## src/rtl/tx_fifo_pkg.sv

```systemverilog
// Shared defaults and pointer sizing for the UART transmit FIFO.
package tx_fifo_pkg;

  localparam int DEF_DATA_W    = 8;
  localparam int DEF_DEPTH     = 16;
  localparam int DEF_AFULL_THR = DEF_DEPTH - 2;

  // Address bits plus one wrap bit, so full and empty are distinguishable.
  function automatic int ptr_w(input int depth);
    return $clog2(depth) + 1;
  endfunction

endpackage

```

## src/rtl/tx_fifo_mem.sv

```systemverilog
// Storage array: one synchronous write port, one asynchronous read port.
module tx_fifo_mem #(
  parameter int DATA_W = 8,
  parameter int DEPTH  = 16,
  parameter int ADDR_W = $clog2(DEPTH)
) (
  input  logic              clk,
  input  logic              we,
  input  logic [ADDR_W-1:0] waddr,
  input  logic [DATA_W-1:0] wdata,
  input  logic [ADDR_W-1:0] raddr,
  output logic [DATA_W-1:0] rdata
);

  logic [DATA_W-1:0] mem [DEPTH];

  always_ff @(posedge clk) begin
    if (we) mem[waddr] <= wdata;
  end

  assign rdata = mem[raddr];

endmodule

```

## src/rtl/tx_fifo_param.sv

```systemverilog
// First-word-fall-through transmit FIFO with occupancy count, status flags
// and a sticky overflow flag.
module tx_fifo_param
  import tx_fifo_pkg::*;
#(
  parameter int DATA_W    = DEF_DATA_W,
  parameter int DEPTH     = DEF_DEPTH,
  parameter int AFULL_THR = DEPTH - 2
) (
  input  logic                     clk,
  input  logic                     reset,
  input  logic                     wr_valid,
  input  logic [DATA_W-1:0]        wr_data,
  output logic                     wr_ready,
  output logic                     rd_valid,
  output logic [DATA_W-1:0]        rd_data,
  input  logic                     rd_ready,
  input  logic                     flush,
  input  logic                     clear_err,
  output logic                     full,
  output logic                     empty,
  output logic                     almost_full,
  output logic [$clog2(DEPTH):0]   count,
  output logic                     overflow
);

  localparam int ADDR_W = $clog2(DEPTH);
  localparam int PTR_W  = ptr_w(DEPTH);

  logic [PTR_W-1:0] wr_ptr_q, wr_ptr_d;
  logic [PTR_W-1:0] rd_ptr_q, rd_ptr_d;
  logic [PTR_W-1:0] count_q,  count_d;
  logic             overflow_q, overflow_d;
  logic             wr_en, rd_en;

  assign full        = (count_q == PTR_W'(DEPTH));
  assign empty       = (count_q == '0);
  assign almost_full = (count_q >= PTR_W'(AFULL_THR));
  assign wr_ready    = !full;
  assign rd_valid    = !empty;
  assign count       = count_q;
  assign overflow    = overflow_q;

  // Flush and reset both block the memory write so nothing lands in the array.
  assign wr_en = wr_valid && wr_ready && !flush && !reset;
  assign rd_en = rd_valid && rd_ready;

  always_comb begin
    wr_ptr_d   = wr_ptr_q;
    rd_ptr_d   = rd_ptr_q;
    count_d    = count_q;
    overflow_d = overflow_q && !clear_err;
    if (wr_valid && !wr_ready && !flush) overflow_d = 1'b1;
    if (flush) begin
      wr_ptr_d = '0;
      rd_ptr_d = '0;
      count_d  = '0;
    end else begin
      if (wr_en) wr_ptr_d = wr_ptr_q + 1'b1;
      if (rd_en) rd_ptr_d = rd_ptr_q + 1'b1;
      case ({wr_en, rd_en})
        2'b10:   count_d = count_q + 1'b1;
        2'b01:   count_d = count_q - 1'b1;
        default: count_d = count_q;
      endcase
    end
  end

  always_ff @(posedge clk) begin
    if (reset) begin
      wr_ptr_q   <= '0;
      rd_ptr_q   <= '0;
      count_q    <= '0;
      overflow_q <= 1'b0;
    end else begin
      wr_ptr_q   <= wr_ptr_d;
      rd_ptr_q   <= rd_ptr_d;
      count_q    <= count_d;
      overflow_q <= overflow_d;
    end
  end

  tx_fifo_mem #(
    .DATA_W (DATA_W),
    .DEPTH  (DEPTH),
    .ADDR_W (ADDR_W)
  ) u_mem (
    .clk   (clk),
    .we    (wr_en),
    .waddr (wr_ptr_q[ADDR_W-1:0]),
    .wdata (wr_data),
    .raddr (rd_ptr_q[ADDR_W-1:0]),
    .rdata (rd_data)
  );

endmodule

```

## config.mk

```make
export PLATFORM = sky130hd
export DESIGN_NAME = tx_fifo_param
export DESIGN_NICKNAME = d
export VERILOG_FILES = /design/src/rtl/tx_fifo_pkg.sv /design/src/rtl/tx_fifo_mem.sv /design/src/rtl/tx_fifo_param.sv
export SDC_FILE = /design/constraint.sdc
export NUM_CORES = 1
export LEC_CHECK = 0
export BUFFER_PORTS_ARGS = -buffer_cell sky130_fd_sc_hd__buf_4
export CAP_MARGIN = 15
export CELL_PAD_IN_SITES_DETAIL_PLACEMENT = 1
export CELL_PAD_IN_SITES_GLOBAL_PLACEMENT = 2
export CORE_ASPECT_RATIO = 1.4
export CORE_MARGIN = 8
export CORE_UTILIZATION = 46
export DETAILED_ROUTE_END_ITERATION = 16
export GPL_TIMING_DRIVEN = 0
export PLACE_DENSITY_LB_ADDON = 0.25
export SKIP_CTS_REPAIR_TIMING = 1
export SLEW_MARGIN = 20
export SYNTH_ARGS = -nofsm -noshare
export SYNTH_HDL_FRONTEND = slang
export SYNTH_HIERARCHICAL = 1
export SYNTH_SLANG_ARGS = --single-unit
```

## constraint.sdc

```tcl
create_clock -name clk -period 3.4 [get_ports clk]
set_input_delay 0.34 -clock clk [delete_from_list [all_inputs] [get_ports clk]]
set_output_delay 0.34 -clock clk [all_outputs]
set_load 0.05 [all_outputs]
```

* Word-level counts from Yosys, hierarchy flattened
Memory sizes are Yosys's and may differ from the RTL's. A register that Yosys moved wholly into a read port is not among the register bits. Cells that the tools add are included.
Word-level totals: flip-flop bits (word level) 16, bits in writable memories 128, input port bits 14, output and inout port bits 19, word-level logic and storage cells 34, memories 1
Operators by class: $add $sub $neg 4, $lt $le $gt $ge 1, equality and inequality tests 3, muxes and demuxes 6, reduce and logical (&&, ||, !) cells 15
Memory list:
- u_mem.mem | words 16, width 8, read ports 1, clocked after memory_dff 1, wr ports 1, line tx_fifo_mem.sv:15 | logic [DATA_W-1:0] mem [DEPTH];
Operator list (count):
- $add 5x1->5 const B | 3
- $pmux 5 s2 | 1
- $mux 4 | 2
- $logic_and 1x1->1 | 7
- $eq 5x5->1 const B | 1
- $ge 5x4->1 const B | 1
- $logic_not 1->1 | 5
- $logic_not 5->1 | 1
- $sub 5x1->5 const B | 1
- $mux 1 | 3
- $eq 2x1->1 const B | 1
- $eq 2x2->1 const B | 1
- $reduce_bool 2->1 | 1
- $reduce_or 2->1 | 1

* Longest topological paths before layout
word-level depth 7, depth in mapped cells 9, depth with buffers taken out 9

* Cells and area by module
Netlist, hierarchy kept.
By module, submodules not included:
- tx_fifo_mem | times used 1, cells each 221, area an instance 4987.3 um^2
- tx_fifo_param | times used 1, cells each 87, area an instance 787.0 um^2

* Least setup slack after synthesis
No wires, ideal clock.
path kind register to register, start reg count_q[1] (netlist: count[1]), end mem u_mem.mem[0][0], enable pin, setup time 0.383 ns, arrival time 2.484 ns, slack 0.533 ns, cell stages (with the launch flop) 7, path buffers 0, path through dfxtp_1 nor4_2 a21oi_1 nand2_1 inv_1 or3b_2 nor3_1
On the way: cells in the longest elaborated chain, start to end 7
Ends and longest elaborated chain:
- from (decl) | line tx_fifo_param.sv:32 | logic [PTR_W-1:0] count_q, count_d;
- from (signal assigned) | line tx_fifo_param.sv:78 | count_q <= count_d;
- $eq 5x5->1 | line tx_fifo_param.sv:36 | assign full = (count_q == PTR_W'(DEPTH));
- $logic_not 1->1 | line tx_fifo_param.sv:39 | assign wr_ready = !full;
- $logic_and 1x1->1 (3 in a row) | line tx_fifo_param.sv:45 | assign wr_en = wr_valid && wr_ready && !flush && !reset;
- net wr_en | line tx_fifo_param.sv:34 | logic wr_en, rd_en;
- $mux 1 | line tx_fifo_mem.sv:18 | if (we) mem[waddr] <= wdata;
- $mux 1 (implied by the code) | line tx_fifo_mem.sv:18
- to (decl) | line tx_fifo_mem.sv:15
The timed path passes the listed nets, and every way through them passes these cells.

* Worst setup path after layout
start reg count_q[1] (netlist: count[1]), end mem u_mem.mem[2][6], enable pin
Same word-level chain as after synthesis.

==> report_table.html <==
<table>
<tr><th>Metric</th><th>Value</th></tr>
<tr><th colspan="2">STA</th></tr>
<tr><td>Final Setup Violations</td><td>0</td></tr>
<tr><td>Worst slew pin tran</td><td>826 ps</td></tr>
<tr><td>Timing-limited maximum frequency</td><td>353 MHz</td></tr>
<tr><td>Unrepaired setup endpoints after global routing</td><td>false</td></tr>
<tr><td>Worst clock skew on the final layout</td><td>5.31 ps</td></tr>
<tr><td>Total Neg Setup Slack</td><td>0 ps</td></tr>
<tr><td>Final Hold Vio Count</td><td>0</td></tr>
<tr><td>Minimum clock period</td><td>2830 ps</td></tr>
<tr><td>Final slew viol count</td><td>0</td></tr>
<tr><td>Final critical-path share of the clock period</td><td>0.833</td></tr>
<tr><td>Slew HR</td><td>0.448</td></tr>
<tr><th colspan="2">Yosys</th></tr>
<tr><td>Total number of yosys warnings</td><td>6</td></tr>
<tr><td>Post-Syn Nets</td><td>329</td></tr>
<tr><td>Area share of the largest cell type after synthesis</td><td>0.666</td></tr>
<tr><td>Number of distinct library cells after synthesis</td><td>41</td></tr>
<tr><td>Synth Area per Inst</td><td>18.7 µm²</td></tr>
<tr><td>Share of the yosys chip area belonging to registers</td><td>0.714</td></tr>
<tr><td>Largest cells by area after synthesis</td><td>sky130_fd_sc_hd__edfxtp_1 (67%), sky130_fd_sc_hd__mux4_2 (7.0%), sky130_fd_sc_hd__mux4_1 (6.4%)</td></tr>
<tr><td>Cell area after synthesis</td><td>0.00577 mm²</td></tr>
<tr><td>Gate count of the mapped netlist</td><td>308</td></tr>
<tr><td>Number of synthesized register bits</td><td>142</td></tr>
<tr><td>Cell type with the largest total area after synthesis</td><td>sky130_fd_sc_hd__edfxtp_1</td></tr>
<tr><th colspan="2">Floorplanning</th></tr>
<tr><td>Area inside the core boundary</td><td>0.0123 mm²</td></tr>
<tr><td>Row count</td><td>48</td></tr>
<tr><td>I/O pin total</td><td>33</td></tr>
<tr><td>DIE HEIGHT</td><td>149 µm</td></tr>
<tr><td>Effective utilization at floorplan</td><td>0.469</td></tr>
<tr><td>Floorplan die area</td><td>0.0164 mm²</td></tr>
<tr><td>Width of the chip</td><td>111 µm</td></tr>
<tr><th colspan="2">Drt</th></tr>
<tr><td>Overall via count from detail_route</td><td>3017</td></tr>
<tr><td>Routed vias/inst</td><td>5.80</td></tr>
<tr><td>TritonRoute pass-1 iters</td><td>4</td></tr>
<tr><td>Antenna-violating nets left</td><td>0</td></tr>
<tr><td>Routed WL</td><td>12500 µm</td></tr>
<tr><td># DRC</td><td>0</td></tr>
<tr><td>Average wire length per cell after detail routing</td><td>24.0 µm</td></tr>
<tr><td>Number of design-rule violations left by the first detailed-router iteration</td><td>187</td></tr>
<tr><th colspan="2">Global routing</th></tr>
<tr><td>Initial antenna violation count</td><td>0</td></tr>
<tr><td>Total track usage</td><td>0.158</td></tr>
<tr><td>Vias in the first global route</td><td>3232</td></tr>
<tr><td>Largest net degree at the start of global routing</td><td>17</td></tr>
<tr><td>Global-route wire length before repair</td><td>19000 µm</td></tr>
<tr><td>Remaining global-route overflow</td><td>0</td></tr>
<tr><th colspan="2">Power</th></tr>
<tr><td>Seq pwr share</td><td>0.489</td></tr>
<tr><td>Maximum resistive drop on vdd</td><td>0.331 mV</td></tr>
<tr><td>Power per unit of standard cell area</td><td>573 mW/mm²</td></tr>
<tr><td>Logic pwr share</td><td>0.026</td></tr>
<tr><td>Internal Power</td><td>3160 µW</td></tr>
<tr><td>Portion of total power attributed to the clock network</td><td>0.484</td></tr>
<tr><td>Leakage power total</td><td>0.00233 µW</td></tr>
<tr><td>Share of total power consumed by net switching</td><td>0.192</td></tr>
<tr><td>Power spent charging and discharging nets</td><td>752 µW</td></tr>
<tr><th colspan="2">Placement</th></tr>
<tr><td>Cell count after placement</td><td>490</td></tr>
<tr><td>GP Congestion</td><td>0.831</td></tr>
<tr><td>Quantity of I/O buffers inserted on ports</td><td>32</td></tr>
<tr><td>HPWL after detailed placement</td><td>8500 µm</td></tr>
<tr><th colspan="2">Setup path</th></tr>
<tr><td>Worst path slowest cell</td><td>sky130_fd_sc_hd__nor2_1</td></tr>
<tr><td>WP buf/inv</td><td>1</td></tr>
<tr><td>Reg-to-reg endpoint</td><td>u_mem/mem[2][6]</td></tr>
<tr><td>Family with the most delay on the worst path</td><td>simple AND/OR/NAND/NOR gates</td></tr>
<tr><td>Worst setup SP type</td><td>register</td></tr>
<tr><td>Maximum fanout along the worst path</td><td>8</td></tr>
<tr><td>Biggest cell delay along the critical path</td><td>650 ps</td></tr>
<tr><td>Kind of capture point of the worst setup path</td><td>register</td></tr>
<tr><td>Data arrival time at the worst-slack endpoint</td><td>2870 ps</td></tr>
<tr><td>Worst setup endpoint</td><td>u_mem/mem[2][6]</td></tr>
<tr><td>Critical R2R Launch</td><td>count[1]</td></tr>
<tr><td>Start point of the critical path</td><td>count[1]</td></tr>
<tr><td>R2R setup slack</td><td>570 ps</td></tr>
<tr><td>Data required time of the critical path</td><td>3440 ps</td></tr>
<tr><td>Crit path kind</td><td>register to register</td></tr>
<tr><td>Stages on the worst setup path</td><td>6</td></tr>
<tr><td>Worst R2R Path Depth</td><td>6</td></tr>
<tr><td>Sequence of cells on the critical path</td><td>nor4_2 -&gt; a21oi_1 -&gt; nand2_1 -&gt; inv_1 -&gt; or3b_2 -&gt; nor2_1</td></tr>
<tr><th colspan="2">CTS</th></tr>
<tr><td>Count of H-tree levels built during CTS</td><td>4</td></tr>
<tr><td>Clock Tree Buf Depth</td><td>2</td></tr>
<tr><td>Clock-pin transition on the worst setup and hold timing paths</td><td>60 ps</td></tr>
<tr><td>Insertion delay to the later sink of the worst-skew pair</td><td>420 ps</td></tr>
<tr><td>Clock tree from TritonCTS</td><td>done</td></tr>
<tr><td>Number of CTS-inserted buffers</td><td>17</td></tr>
<tr><td>Total number of clock tree sinks</td><td>142</td></tr>
<tr><td>Cell at the root of the clock tree</td><td>sky130_fd_sc_hd__clkbuf_16</td></tr>
<tr><th colspan="2">Worst hold path</th></tr>
<tr><td>Hold/Removal Path Class</td><td>input pin to register</td></tr>
<tr><th colspan="2">Cells and area</th></tr>
<tr><td>Leading cell types in the layout, fill and taps excluded</td><td>sky130_fd_sc_hd__edfxtp_1 (128), sky130_fd_sc_hd__buf_4 (33), sky130_fd_sc_hd__nor2_1 (26)</td></tr>
<tr><td>Number of nets in the layout</td><td>380</td></tr>
<tr><td>Number of fill cells in the layout</td><td>1097</td></tr>
<tr><td>Relative area change from synthesis to final layout</td><td>18.2%</td></tr>
<tr><td>Util after Layout</td><td>0.554</td></tr>
<tr><td>Most common cell after layout, fill and taps aside</td><td>sky130_fd_sc_hd__edfxtp_1</td></tr>
<tr><td>Fraction of layout instances using a drive strength above 1</td><td>0.268</td></tr>
<tr><td>Number of non-filler instances in the completed layout</td><td>520</td></tr>
<tr><td>Number of antenna cells inserted</td><td>0</td></tr>
<tr><th colspan="2">Status</th></tr>
<tr><td>Run status</td><td>complete, no violations</td></tr>
<tr><th colspan="2">Job</th></tr>
<tr><td>Max-cap violations</td><td>0</td></tr>
</table>
## power groups by stage
| stage | registers [µW] | clock network, µW | logic (µW) |
|---|---|---|---|
| after CTS | 1910 | 1920 | 105 |
| after detailed placement | 1950 | 0 | 105 |
| after global routing | 1910 | 1990 | 110 |
| after global placement | 1950 | 0 | 102 |
| after floorplan | 1950 | 0 | 47.0 |
| final | 1910 | 1890 | 103 |
## worst register-to-register path: cells and delay by family (launching register included)
kind | cells | cell delay, ps
AO/OA/AOI/OAI | 1 | 370
AND/OR/NAND/NOR | 4 | 1450
buffers and inverters | 1 | 140
flip-flops | 1 | 500
## final cells by class
class	count	area, µm²	area share
Clock inverter	11	168	0.0246
Clock buffer	19	433	0.0635
Multi-Input combinational cell	147	1550	0.227
Inverter	6	22.5	0.00330
Timing Repair Buffer	32	240	0.0352
Tap cell	150	188	0.0275
Sequential cell	142	4120	0.604
Buffer	13	98.8	0.0145
## synthesized netlist by cell type
master	n
sky130_fd_sc_hd__inv_1	6
sky130_fd_sc_hd__a22oi_1	16
sky130_fd_sc_hd__a211oi_1	2
sky130_fd_sc_hd__o31ai_1	1
sky130_fd_sc_hd__o211ai_2	2
sky130_fd_sc_hd__nor2b_1	1
sky130_fd_sc_hd__or3b_2	1
sky130_fd_sc_hd__nand2b_1	3
sky130_fd_sc_hd__xor2_1	4
sky130_fd_sc_hd__xnor2_1	3
sky130_fd_sc_hd__dfxtp_1	14
sky130_fd_sc_hd__nand4b_1	1
sky130_fd_sc_hd__mux4_2	18
sky130_fd_sc_hd__and4b_1	1
sky130_fd_sc_hd__and2_1	1
sky130_fd_sc_hd__buf_2	3
sky130_fd_sc_hd__nor3_1	4
sky130_fd_sc_hd__ha_1	6
sky130_fd_sc_hd__nor2_1	26
sky130_fd_sc_hd__or3_1	1
sky130_fd_sc_hd__nand3b_1	2
sky130_fd_sc_hd__nand3_1	7
sky130_fd_sc_hd__or4_1	2
sky130_fd_sc_hd__or4_4	1
sky130_fd_sc_hd__o211ai_1	2
sky130_fd_sc_hd__clkbuf_2	1
sky130_fd_sc_hd__clkbuf_1	2
sky130_fd_sc_hd__buf_6	3
sky130_fd_sc_hd__nor4_2	1
sky130_fd_sc_hd__o21ai_4	1
sky130_fd_sc_hd__mux4_1	14
sky130_fd_sc_hd__fa_1	1
sky130_fd_sc_hd__and2b_1	1
sky130_fd_sc_hd__or2_2	1
sky130_fd_sc_hd__a21o_1	1
sky130_fd_sc_hd__buf_4	1
sky130_fd_sc_hd__mux2i_1	3
sky130_fd_sc_hd__a21oi_1	5
sky130_fd_sc_hd__nand2_1	14
sky130_fd_sc_hd__clkdlybuf4s25_2	3
sky130_fd_sc_hd__edfxtp_1	128
## cell families (layout without fill, tap and decap cells)
kind of cell    count (synthesis)  in the layout  share of synthesized area
flops                         142            142                      0.714
simple gates                   68             68                     0.0585
mux                            35             35                      0.139
compound gates                 30             30                     0.0401
buf+inv                        19             81                     0.0210
fa+ha+maj                       7              7                     0.0165
xor+xnor                        7              7                     0.0106
## registers in the layout, indices dropped and copies added, names as in the netlist
register,flops
u_mem/mem,128
count,5
rd_ptr_q,4
wr_ptr_q,4
overflow,1
## metal layers
metal | global-route usage | vias up | share of wire
li1 | - | 1353 | -
met1 | 0.169 | 1566 | 0.39
met2 | 0.279 | 84 | 0.54
met3 | 0.0464 | 14 | 0.047
met4 | 0.0725 | 0 | 0.022
met5 | 0 | - | 0
## metrics by stage
step	hold slack, ps	instance area [µm²]	setup slack [ps]	power (µW)
CTS	72.9	6820	526	3940
global route	92.1	6820	423	4010
floorplan	409	5770	533	2000
detailed placement	474	6220	571	2050
finish	92.0	6820	568	3910
global placement	455	6200	203	2050
## worst min path at each step
stage	start	end	slack, ps	cells past startpoint
4_1_cts	reset	overflow	70	2
5_1_grt	reset	overflow	90	2
3_3_place_gp	overflow	overflow	460	2
6_report	reset	overflow	90	2
3_5_place_dp	overflow	overflow	470	2
2_1_floorplan	reset	overflow	410	1
Power figures use the tool's default switching activity.
